`src/rtl/dp_job_arbiter_pkg.sv`:
```
// Shared definitions for the two-requester datapath job arbiter.
// State encodings, requester count and the default watchdog limit.
package dp_job_arbiter_pkg;

    localparam int N_REQ       = 2;
    localparam int DEF_TIMEOUT = 255;

    localparam logic [2:0] ST_IDLE     = 3'd0;
    localparam logic [2:0] ST_ISSUE    = 3'd1;
    localparam logic [2:0] ST_WAIT_ACT = 3'd2;
    localparam logic [2:0] ST_RUN      = 3'd3;
    localparam logic [2:0] ST_DONE     = 3'd4;
    localparam logic [2:0] ST_ABORT    = 3'd5;

endpackage

```
`src/rtl/dp_job_arbiter_rr_arb2.sv`:
```
// Two-way round-robin winner select; purely combinational.
// lp is the index of the last granted requester, which loses a tie.
module rr_arb2
    import dp_job_arbiter_pkg::*;
(
    input  logic [N_REQ-1:0] req,
    input  logic             lp,
    output logic [N_REQ-1:0] win
);

    always_comb begin
        win = '0;
        case (req)
            2'b01:   win = 2'b01;
            2'b10:   win = 2'b10;
            2'b11:   win = lp ? 2'b01 : 2'b10;
            default: win = '0;
        endcase
    end

endmodule

```
`src/rtl/dp_job_arbiter.sv`:
```
// Arbitrates one datapath/controller pair between two requesters, issues a start
// pulse, tracks the controller's active flag and returns the registered result.
//
//  state    | meaning
//  IDLE     | no job; pick a winner when any req is high
//  ISSUE    | one-cycle dp_start to the controller
//  WAIT_ACT | waiting for dp_active to rise (watchdog running)
//  RUN      | controller busy; capture result when dp_active falls
//  DONE     | done pulse to the granted requester
//  ABORT    | done + err pulse, result forced to zero
module dp_job_arbiter
    import dp_job_arbiter_pkg::*;
#(
    parameter int TIMEOUT = DEF_TIMEOUT,
    parameter int CNT_W   = 8
) (
    input  logic       clk,
    input  logic       rst,
    input  logic [1:0] req,
    input  logic [7:0] req_x0,
    input  logic [7:0] req_x1,
    input  logic [1:0] req_on0,
    input  logic [1:0] req_on1,
    output logic [1:0] gnt,
    output logic [1:0] done,
    output logic       err,
    output logic [7:0] res_y,
    output logic [2:0] res_s,
    output logic       res_b,
    output logic [7:0] dp_x,
    output logic [1:0] dp_on,
    output logic       dp_start,
    input  logic       dp_active,
    input  logic [7:0] dp_y,
    input  logic [2:0] dp_s,
    input  logic       dp_b
);

    localparam logic [CNT_W-1:0] WD_MAX = CNT_W'(TIMEOUT);

    logic [2:0]       state;
    logic [2:0]       state_nxt;
    logic [1:0]       win;
    logic             lp;
    logic [CNT_W-1:0] wd;
    logic [CNT_W-1:0] wd_inc;
    logic             wd_hit;

    rr_arb2 u_arb (
        .req (req),
        .lp  (lp),
        .win (win)
    );

    // Saturating increment: the watchdog parks at the limit instead of wrapping.
    assign wd_inc = (wd == WD_MAX) ? wd : wd + CNT_W'(1);
    assign wd_hit = (wd_inc == WD_MAX);

    always_ff @(posedge clk or posedge rst) begin
        if (rst) begin
            state <= ST_IDLE;
        end else begin
            state <= state_nxt;
        end
    end

    always_comb begin
        state_nxt = state;
        case (state)
            ST_IDLE:     if (|req) state_nxt = ST_ISSUE;
            ST_ISSUE:    state_nxt = ST_WAIT_ACT;
            ST_WAIT_ACT: begin
                if (dp_active)   state_nxt = ST_RUN;
                else if (wd_hit) state_nxt = ST_ABORT;
            end
            ST_RUN: begin
                if (!dp_active)  state_nxt = ST_DONE;
                else if (wd_hit) state_nxt = ST_ABORT;
            end
            ST_DONE:     state_nxt = ST_IDLE;
            ST_ABORT:    state_nxt = ST_IDLE;
            default:     state_nxt = ST_IDLE;
        endcase
    end

    always_comb begin
        dp_start = (state == ST_ISSUE);
        err      = (state == ST_ABORT);
        done     = (state == ST_DONE || state == ST_ABORT) ? gnt : 2'b00;
    end

    always_ff @(posedge clk or posedge rst) begin
        if (rst) begin
            gnt   <= '0;
            lp    <= 1'b1;
            wd    <= '0;
            dp_x  <= '0;
            dp_on <= '0;
            res_y <= '0;
            res_s <= '0;
            res_b <= 1'b0;
        end else begin
            case (state)
                ST_IDLE: begin
                    if (|req) begin
                        gnt   <= win;
                        lp    <= win[1];
                        dp_x  <= win[1] ? req_x1  : req_x0;
                        dp_on <= win[1] ? req_on1 : req_on0;
                    end
                end
                ST_ISSUE:    wd <= '0;
                ST_WAIT_ACT: wd <= dp_active ? '0 : wd_inc;
                ST_RUN: begin
                    if (!dp_active) begin
                        res_y <= dp_y;
                        res_s <= dp_s;
                        res_b <= dp_b;
                    end else begin
                        wd <= wd_inc;
                    end
                end
                ST_DONE, ST_ABORT: gnt <= '0;
                default: ;
            endcase
            // Clearing on entry makes the result already zero while err is shown.
            if (state_nxt == ST_ABORT) begin
                res_y <= '0;
                res_s <= '0;
                res_b <= 1'b0;
            end
        end
    end

endmodule

```
`config.mk`:
```
export PLATFORM = sky130hd
export DESIGN_NAME = dp_job_arbiter
export DESIGN_NICKNAME = d
export VERILOG_FILES = /design/src/rtl/dp_job_arbiter_pkg.sv /design/src/rtl/dp_job_arbiter_rr_arb2.sv /design/src/rtl/dp_job_arbiter.sv
export SDC_FILE = /design/constraint.sdc
export NUM_CORES = 1
export LEC_CHECK = 0
export CORE_UTILIZATION = 49
export DETAILED_ROUTE_END_ITERATION = 8
export HOLD_SLACK_MARGIN = 0.05
export MAX_ROUTING_LAYER = met4
export PLACE_DENSITY = 0.91
export SETUP_SLACK_MARGIN = 0.02
export SYNTH_ARGS = -nofsm -noshare
export SYNTH_HDL_FRONTEND = slang
export SYNTH_SLANG_ARGS = --single-unit
```
`constraint.sdc`:
```
create_clock -name clk -period 2.95 [get_ports clk]
set_input_delay 0.295 -clock clk [delete_from_list [all_inputs] [get_ports clk]]
set_output_delay 0.295 -clock clk [all_outputs]
set_load 0.02 [all_outputs]
```
==> summary.log, run 1 <==
[timing] slew margin rel. 39.1%
[place] Post-DP HPWL 3.34 mm
[clocking] largest buffer count on any clock path 2
[floorplan] die span in x 65.0 um
[worst_setup_path] Crit Reg-Reg Endpoint state[1]$_DFF_PP0_
[yosys] post-synthesis xor/xnor area fraction 0%
[yosys] number of synthesized flops with an enable pin 0
[yosys] simple-gate portion of the synthesized area 13.5%
[yosys] sequential element share of the synthesized area 46.4%
[grt] wire length of the first global-routing pass 7.54 mm
[grt] largest net degree at the start of global routing 20
[grt] Overflow after GRT 0
[worst_setup_path] R2R setup slack 0.79 ns
[detailed_routing] DR WL/cell 15.9 um
[clocking] level count of the clock H-tree 2
[yosys] register bit count reported by yosys 36
[cells_and_area] total non-filler cell area in the finished layout 2680 um2
[floorplan] Starting Density 52.0%
[yosys] count of synthesis-stage warnings from yosys 0
[clocking] clock buffers created by TritonCTS 5
[yosys] main combinational cell family by area after synthesis compound AO/OA/AOI/OAI gates
[timing] sum of negative setup slack 0 ns
[job] number of max-cap violations 0
[worst_setup_path] largest fanout on the critical path 15
[timing] setup repair after global routing missed its margin no
[yosys] Syn Area/Cell 10.7 um2
[yosys] compound-cell area share of the yosys netlist 20.5%
[timing] Max Slew Vio Count 0
[clocking] Clock Latency Late Sink 0.29 ns
[grt] GRT Total Usage 24.4%
[clocking] number of gates given a new drive strength after cts 0
[timing] actual transition at the worst max-transition pin 0.906 ns
[floorplan] top-level I/O count 65
[worst_setup_path] Worst Path Required 3.09 ns
[place] placed cell area 2590 um2
[detailed_routing] via count 1678
[timing] shortest clock period the worst path allows after layout 2.16 ns
[cells_and_area] proportion of layout cells with a drive suffix above 1 11.7%
[floorplan] overall die height 65.0 um
[cells_and_area] Net count, final 284
[detailed_routing] count of unresolved DRC violations after routing 0
[pwr] power per cell area 940 nW/um2
[yosys] dominant synthesized flop cell sky130_fd_sc_hd__dfrtp_1
[worst_setup_path] element type at the critical path start flop
[yosys] number of library cell types mapped by synthesis 51
[yosys] mux cell area share after synthesis 13.4%
[timing] largest clock skew in the final design 0.00733 ns
[worst_setup_path] endpoint kind of the worst setup timing path flop
[detailed_routing] number of optimization iterations in the first detailed-route pass 4
[place] routability cong. 0.920
[timing] final worst path period share 73.2%
[outcome] result of the run finished clean
[detailed_routing] DRC violation total after the first TritonRoute iteration 118
[grt] antenna violations before repair 0
[cells_and_area] area growth from synthesis to layout 37.9%
[clocking] post-CTS setup buffers 0
[worst_setup_path] arrival time worst endpoint 2.30 ns
[yosys] Synth Area in Adders 0.643%
[grt] via count of the first global-routing pass 1682
[timing] total count of hold-check failures in the final report 0
[detailed_routing] residual antenna-violating net count after detailed routing 0
[clocking] buffer type at the clock tree root sky130_fd_sc_hd__clkbuf_8
[worst_setup_path] R2R cell count 5
[yosys] Synth async-reset ratio 100%
[yosys] Syn Std Cell Area 1950 um2
[detailed_routing] routed vias/inst 5.69
[yosys] post-synthesis cell count 182
[clocking] CTS tree built
[cells_and_area] number of diodes added for antenna fixing 0
[timing] Finish-stage setup viols 0
[floorplan] core footprint 3740 um2
[worst_setup_path] type of the setup path with the least slack reg2reg
[timing] Highest Clock Rate 0.463 GHz
[floorplan] number of core rows 22
[yosys] Net Count, Synth 220
[pwr] worst vdd rail ir drop 597 uV
[pwr] total power consumption of the routed design 2.52 mW
[detailed_routing] total length of routed wires 4.70 mm
[worst_setup_path] Reg2Reg Launch Point wd[0]$_DFFE_PP0P_
[clocking] number of sinks handled by clock tree synthesis 36
[pwr] Static Leakage 1.06 nW
[place] Port Buf Inserts 64
[floorplan] area of the die 4230 um2
[hold_path] worst hold path type in2async
[clocking] number of buffers inserted by hold repair at cts 0
[clocking] Clock transition at path regs 0.07 ns
cell type report:
cell class / count / area, um2
Clock buffer: 8 / 90.1
Fill cell: 267 / 1060
Inverter: 5 / 18.8
Multi-Input combinational cell: 130 / 941
Sequential cell: 36 / 902
Tap cell: 48 / 60.1
Timing Repair Buffer: 68 / 671
cell families after synthesis:
logic type / count (synthesis)
AO/OA/AOI/OAI: 56
adder cells (fa/ha/maj): 1
buffers and inverters: 16
flip-flops: 36
multiplexers: 26
AND/OR/NAND/NOR: 47
synthesized netlist by cell type (2+ instances only):
| master | number | share of area (%) |
|---|---|---|
| sky130_fd_sc_hd__a211o_1 | 2 | 0.90 |
| sky130_fd_sc_hd__a211oi_1 | 2 | 0.77 |
| sky130_fd_sc_hd__a21oi_1 | 19 | 4.9 |
| sky130_fd_sc_hd__a21oi_2 | 10 | 4.5 |
| sky130_fd_sc_hd__a31oi_1 | 2 | 0.64 |
| sky130_fd_sc_hd__a41oi_1 | 2 | 0.90 |
| sky130_fd_sc_hd__and2_1 | 3 | 0.96 |
| sky130_fd_sc_hd__buf_2 | 5 | 1.3 |
| sky130_fd_sc_hd__buf_6 | 3 | 1.7 |
| sky130_fd_sc_hd__dfrtp_1 | 35 | 45 |
| sky130_fd_sc_hd__inv_1 | 5 | 0.96 |
| sky130_fd_sc_hd__mux2i_1 | 25 | 13 |
| sky130_fd_sc_hd__nand2_1 | 4 | 0.77 |
| sky130_fd_sc_hd__nand3_1 | 3 | 0.77 |
| sky130_fd_sc_hd__nand4_1 | 3 | 0.96 |
| sky130_fd_sc_hd__nor2_1 | 17 | 3.3 |
| sky130_fd_sc_hd__nor3_1 | 2 | 0.51 |
| sky130_fd_sc_hd__nor3b_1 | 3 | 1.2 |
| sky130_fd_sc_hd__o21ai_0 | 5 | 1.3 |
worst max-delay path, cell delays in order, from the launching register on:
cell,delay (ns)
sky130_fd_sc_hd__dfrtp_1,0.46
sky130_fd_sc_hd__ha_1,0.33
sky130_fd_sc_hd__and4_4,0.24
sky130_fd_sc_hd__a211o_1,0.29
sky130_fd_sc_hd__a22oi_4,0.50
sky130_fd_sc_hd__a41oi_1,0.20
worst max-delay path by stage:
stage                                 start              endpoint  slack (ns)
after floorplan           wd[0]$_DFFE_PP0P_     res_b$_DFFE_PP0P_        1.15
after detailed placement          dp_active  res_s[2]$_DFFE_PP0P_        0.80
after global routing      wd[0]$_DFFE_PP0P_    state[1]$_DFF_PP0_        0.69
after CTS                 wd[0]$_DFFE_PP0P_    state[1]$_DFF_PP0_        0.78
after global placement            dp_active  res_y[3]$_DFFE_PP0P_        0.84
final                     wd[0]$_DFFE_PP0P_    state[1]$_DFF_PP0_        0.79
through the flow:
stage | hold WS (ns) | util (%) | setup WS (ns) | cells
global route | 0.506 | 71.7 | 0.691 | 295
global placement | 0.508 | 69.3 | 0.838 | 287
floorplan | 0.461 | - | 1.15 | 182
detailed placement | 0.522 | 69.3 | 0.802 | 287
CTS | 0.466 | 71.7 | 0.782 | 295
finish | 0.437 | 71.7 | 0.790 | 295
state kept, by name (all words and copies together), names as in the netlist:
register	count
dp_on	2
dp_x	8
gnt	2
lp	1
res_b	1
res_s	3
res_y	8
state	3
wd	8
placed cells by master, fill, tap and decap left out, drive strengths merged, types with 3 or more instances in the layout:
cell type and count:
clkdlybuf4s50 64, dfrtp 35, a21oi 29, mux2i 25, nor2 17, clkbuf 8
inv 5, o21ai 5, nand2 4, buf 4, nand4 3, nand3 3
and2 3, nor3b 3, nor3 3
layer usage:
| layer | up-vias | GRT usage, % | routed length, um |
|---|---|---|---|
| li1 | 800 | - | - |
| met2 | 60 | 40.5 | 2300 |
| met4 | 0 | 7.88 | 70 |
| met1 | 807 | 28.1 | 2020 |
| met5 | - | - | 0 |
| met3 | 11 | 7.39 | 300 |
where the power goes:
group / internal, mW / leakage [nW] / switching, mW
sequential: 0.704 / 0.431 / 0.181
combinational: 0.605 / 0.587 / 0.664
clock: 0.191 / 0.0455 / 0.177
(Power assumes the default switching activity.)
==> run 2, diff against run 1 <==
--- a/config.mk
+++ b/config.mk
@@ -5,11 +5,11 @@
 export SDC_FILE = /design/constraint.sdc
 export NUM_CORES = 1
 export LEC_CHECK = 0
-export CORE_UTILIZATION = 49
+export CORE_UTILIZATION = 46
 export DETAILED_ROUTE_END_ITERATION = 8
 export HOLD_SLACK_MARGIN = 0.05
 export MAX_ROUTING_LAYER = met4
-export PLACE_DENSITY = 0.91
+export PLACE_DENSITY = 0.86
 export SETUP_SLACK_MARGIN = 0.02
 export SYNTH_ARGS = -nofsm -noshare
 export SYNTH_HDL_FRONTEND = slang
==> constraint.sdc (replaced) <==
create_clock -name clk -period 2.2 [get_ports clk]
set_input_delay 0.22 -clock clk [delete_from_list [all_inputs] [get_ports clk]]
set_output_delay 0.22 -clock clk [all_outputs]
set_load 0.02 [all_outputs]
==> run 2 against run 1 <==
Global-route usage is 1.4 points lower. Die area is 6.3% higher. Worst hold slack worse by 0.087 ns. Sequential cell count stayed put. Via count is 0.18% higher. Combinational power is 42% higher. Clock power is 56% higher. Core utilization is 3.0 points lower. Clock skew is 0.0024 ns lower. Setup slack worse by 0.60 ns. Sequential share of layout area is 1.0 points lower. Total power is 39% higher. Largest cell class unchanged.
==> summary.log, run 2 (synthesis results as in run 1) <==
[job] number of max-cap violations 0 [unchanged]
[place] routability cong. 0.867 [was 0.920]
[worst_setup_path] Worst Path Required 1.98 ns [was 3.09 ns]
[worst_setup_path] CP Cell Sequence inv_1 -> nor2_1 -> and2_1 -> clkdlybuf4s50_1 [was ha_1 -> and4_4 -> a211o_1 -> a22oi_4 -> a41oi_1]
[worst_setup_path] type of the setup path with the least slack reg2out [was reg2reg]
[clocking] number of buffers inserted by hold repair at cts 0 [unchanged]
[floorplan] die span in x 67.0 um [was 65.0 um]
[grt] via count of the first global-routing pass 1615 [was 1682]
[clocking] Clock Latency Late Sink 0.28 ns [was 0.29 ns]
[detailed_routing] routed vias/inst 5.53 [was 5.69]
[worst_setup_path] largest fanout on the critical path 8 [was 15]
[timing] hold slack 0.350 ns [was 0.437 ns]
[worst_setup_path] gate family responsible for the most delay along the worst path buffers and inverters [was compound AO/OA/AOI/OAI gates]
[clocking] clock buffers created by TritonCTS 5 [unchanged]
[place] placed cell area 2650 um2 [was 2590 um2]
[timing] total count of hold-check failures in the final report 0 [unchanged]
[timing] shortest clock period the worst path allows after layout 2.01 ns
[worst_setup_path] Worst path max stage delay 0.59 ns [was 0.50 ns]
[clocking] number of sinks handled by clock tree synthesis 36 [unchanged]
[place] Post-DP HPWL 3.17 mm [was 3.34 mm]
[cells_and_area] most common library cell in the layout ignoring fill and taps sky130_fd_sc_hd__clkdlybuf4s50_1 [unchanged]
[timing] sum of negative setup slack 0 ns [unchanged]
[cells_and_area] Cell Count, Final, Fillers Out 304 [was 295]
[clocking] Clock transition at path regs 0.07 ns [about the same]
[worst_setup_path] element type at the critical path start flop [unchanged]
[worst_setup_path] endpoint kind of the worst setup timing path output port [was flop]
[floorplan] Starting Density 48.3% [was 52.0%]
[pwr] Static Leakage 1.12 nW [was 1.06 nW]
[cells_and_area] number of diodes added for antenna fixing 0 [unchanged]
[cells_and_area] total non-filler cell area in the finished layout 2770 um2 [was 2680 um2]
[cells_and_area] area growth from synthesis to layout 42.1% [was 37.9%]
[detailed_routing] via count 1681 [was 1678]
[timing] slew margin rel. 50.1% [was 39.1%]
[cells_and_area] largest registers in the final layout dp_x x8, res_y x8, wd x8 [unchanged]
[timing] Finish-stage setup viols 0 [unchanged]
[clocking] largest buffer count on any clock path 2 [unchanged]
[timing] final worst path period share 91.3%
[grt] GRT Total Usage 22.9% [was 24.4%]
[detailed_routing] number of optimization iterations in the first detailed-route pass 4 [unchanged]
[pwr] power per cell area 1270 nW/um2 [was 940 nW/um2]
[grt] largest net degree at the start of global routing 37 [was 20]
[pwr] worst vdd rail ir drop 874 uV [was 597 uV]
[cells_and_area] Net count, final 291 [was 284]
[clocking] buffer type at the clock tree root sky130_fd_sc_hd__clkbuf_8 [unchanged]
[floorplan] number of core rows 23 [was 22]
[timing] Highest Clock Rate 0.498 GHz
[cells_and_area] top library cells by usage in the layout, fill and taps aside 64 x sky130_fd_sc_hd__clkdlybuf4s50_1, 35 x sky130_fd_sc_hd__dfrtp_1, 25 x sky130_fd_sc_hd__mux2i_1 [unchanged]
[grt] antenna violations before repair 0 [unchanged]
[clocking] CTS tree built [unchanged]
[floorplan] top-level I/O count 65 [unchanged]
[grt] Overflow after GRT 0 [unchanged]
[floorplan] core footprint 4030 um2 [was 3740 um2]
[cells_and_area] proportion of layout cells with a drive suffix above 1 15.0% [was 11.7%]
[place] pre-CTS setup slack -0.0548 ns [was 0.802 ns]
[timing] largest clock skew in the final design 0.00492 ns [was 0.00733 ns]
[worst_setup_path] cell with the biggest individual delay on the critical path sky130_fd_sc_hd__clkdlybuf4s50_1 [was sky130_fd_sc_hd__a22oi_4]
[timing] actual transition at the worst max-transition pin 0.749 ns [was 0.906 ns]
[hold_path] worst hold path type in2async [unchanged]
[detailed_routing] DR WL/cell 14.8 um [was 15.9 um]
[grt] wire length of the first global-routing pass 7.51 mm [was 7.54 mm]
[detailed_routing] residual antenna-violating net count after detailed routing 0 [unchanged]
[clocking] level count of the clock H-tree 2 [unchanged]
[detailed_routing] count of unresolved DRC violations after routing 0 [unchanged]
[outcome] result of the run finished clean [unchanged]
[floorplan] overall die height 67.0 um [was 65.0 um]
[worst_setup_path] buffers plus inverters on the worst setup path 2 [was 0]
[timing] setup repair after global routing missed its margin no [unchanged]
[worst_setup_path] arrival time worst endpoint 1.79 ns [was 2.30 ns]
[place] Cells after DPL 296 [was 287]
[timing] Max Slew Vio Count 0 [unchanged]
[place] Port Buf Inserts 64 [unchanged]
[floorplan] area of the die 4490 um2 [was 4230 um2]
[detailed_routing] total length of routed wires 4.51 mm [was 4.70 mm]
[detailed_routing] DRC violation total after the first TritonRoute iteration 66 [was 118]
[timing] final worst slack 0.192 ns [was 0.790 ns]
## run 2: cell types whose count changed in the layout (fill, tap and decap cells not counted), sizes merged
cell / previous run / this run
clkbuf: 8 / 5
clkinvlp: 0 / 1
buf: 4 / 11
clkinv: 0 / 1
bufinv: 0 / 1
## run 2: timing repair
item	4_1_cts	5_1_grt
resized for setup	0	1
endpoints found under the setup margin	0	12
buffers inserted	0	0
## run 2: path summary, 6_finish.rpt
kind | startpoint | end | slack, ns | cells past startpoint
max | state[2]$_DFF_PP0_ | done[1] | 0.19 | 4
max in group asynchronous | rst | lp$_DFFE_PP1P_ | 1.50 | 3
max reg2reg | wd[0]$_DFFE_PP0P_ | res_y[0]$_DFFE_PP0P_ | 0.21 | 7
min reg2reg | dp_on[1]$_DFFE_PP0P_ | dp_on[1]$_DFFE_PP0P_ | 0.53 | 2
min | rst | res_y[3]$_DFFE_PP0P_ | 0.35 | 3
min in group clk | dp_on[1]$_DFFE_PP0P_ | dp_on[1]$_DFFE_PP0P_ | 0.53 | 2
## run 2: worst min-delay path: cells and delay by family
family | cells | cell delay, ns
buffers and inverters | 3 | 0.86
## run 2: layout make-up
| class | instances | area, um2 |
|---|---|---|
| sequential | 36 | 902 |
| tap | 50 | 62.6 |
| multi-input combinational | 130 | 947 |
| fill | 309 | 1260 |
| clock inverter | 3 | 42.5 |
| timing repair buffer | 75 | 723 |
| clock buffer | 5 | 68.8 |
| inverter | 5 | 18.8 |
## run 2: metal layers
| layer | up-vias | track usage, % | routed length [um] |
|---|---|---|---|
| met3 | 5 | 7.36 | 278 |
| li1 | 811 | - | - |
| met4 | 0 | 3.99 | 34 |
| met5 | - | - | 0 |
| met1 | 817 | 28.8 | 1950 |
| met2 | 48 | 36.5 | 2250 |
## run 2: power by group
group / leakage (nW) / internal [mW] / total (mW) / switching, mW
combinational: 0.634 / 0.862 / 1.80 / 0.938
clock: 0.0541 / 0.335 / 0.571 / 0.236
sequential: 0.431 / 0.944 / 1.13 / 0.185
total: 1.12 / 2.14 / 3.50 / 1.36
## run 2: metrics by stage
step | total power [mW] | util (%)
2_1_floorplan | 2.17 | -
3_3_place_gp | 2.87 | 65.7
3_5_place_dp | 2.92 | 65.7
4_1_cts | 3.53 | 68.5
5_1_grt | 3.73 | 68.6
6_report | 3.50 | 68.6
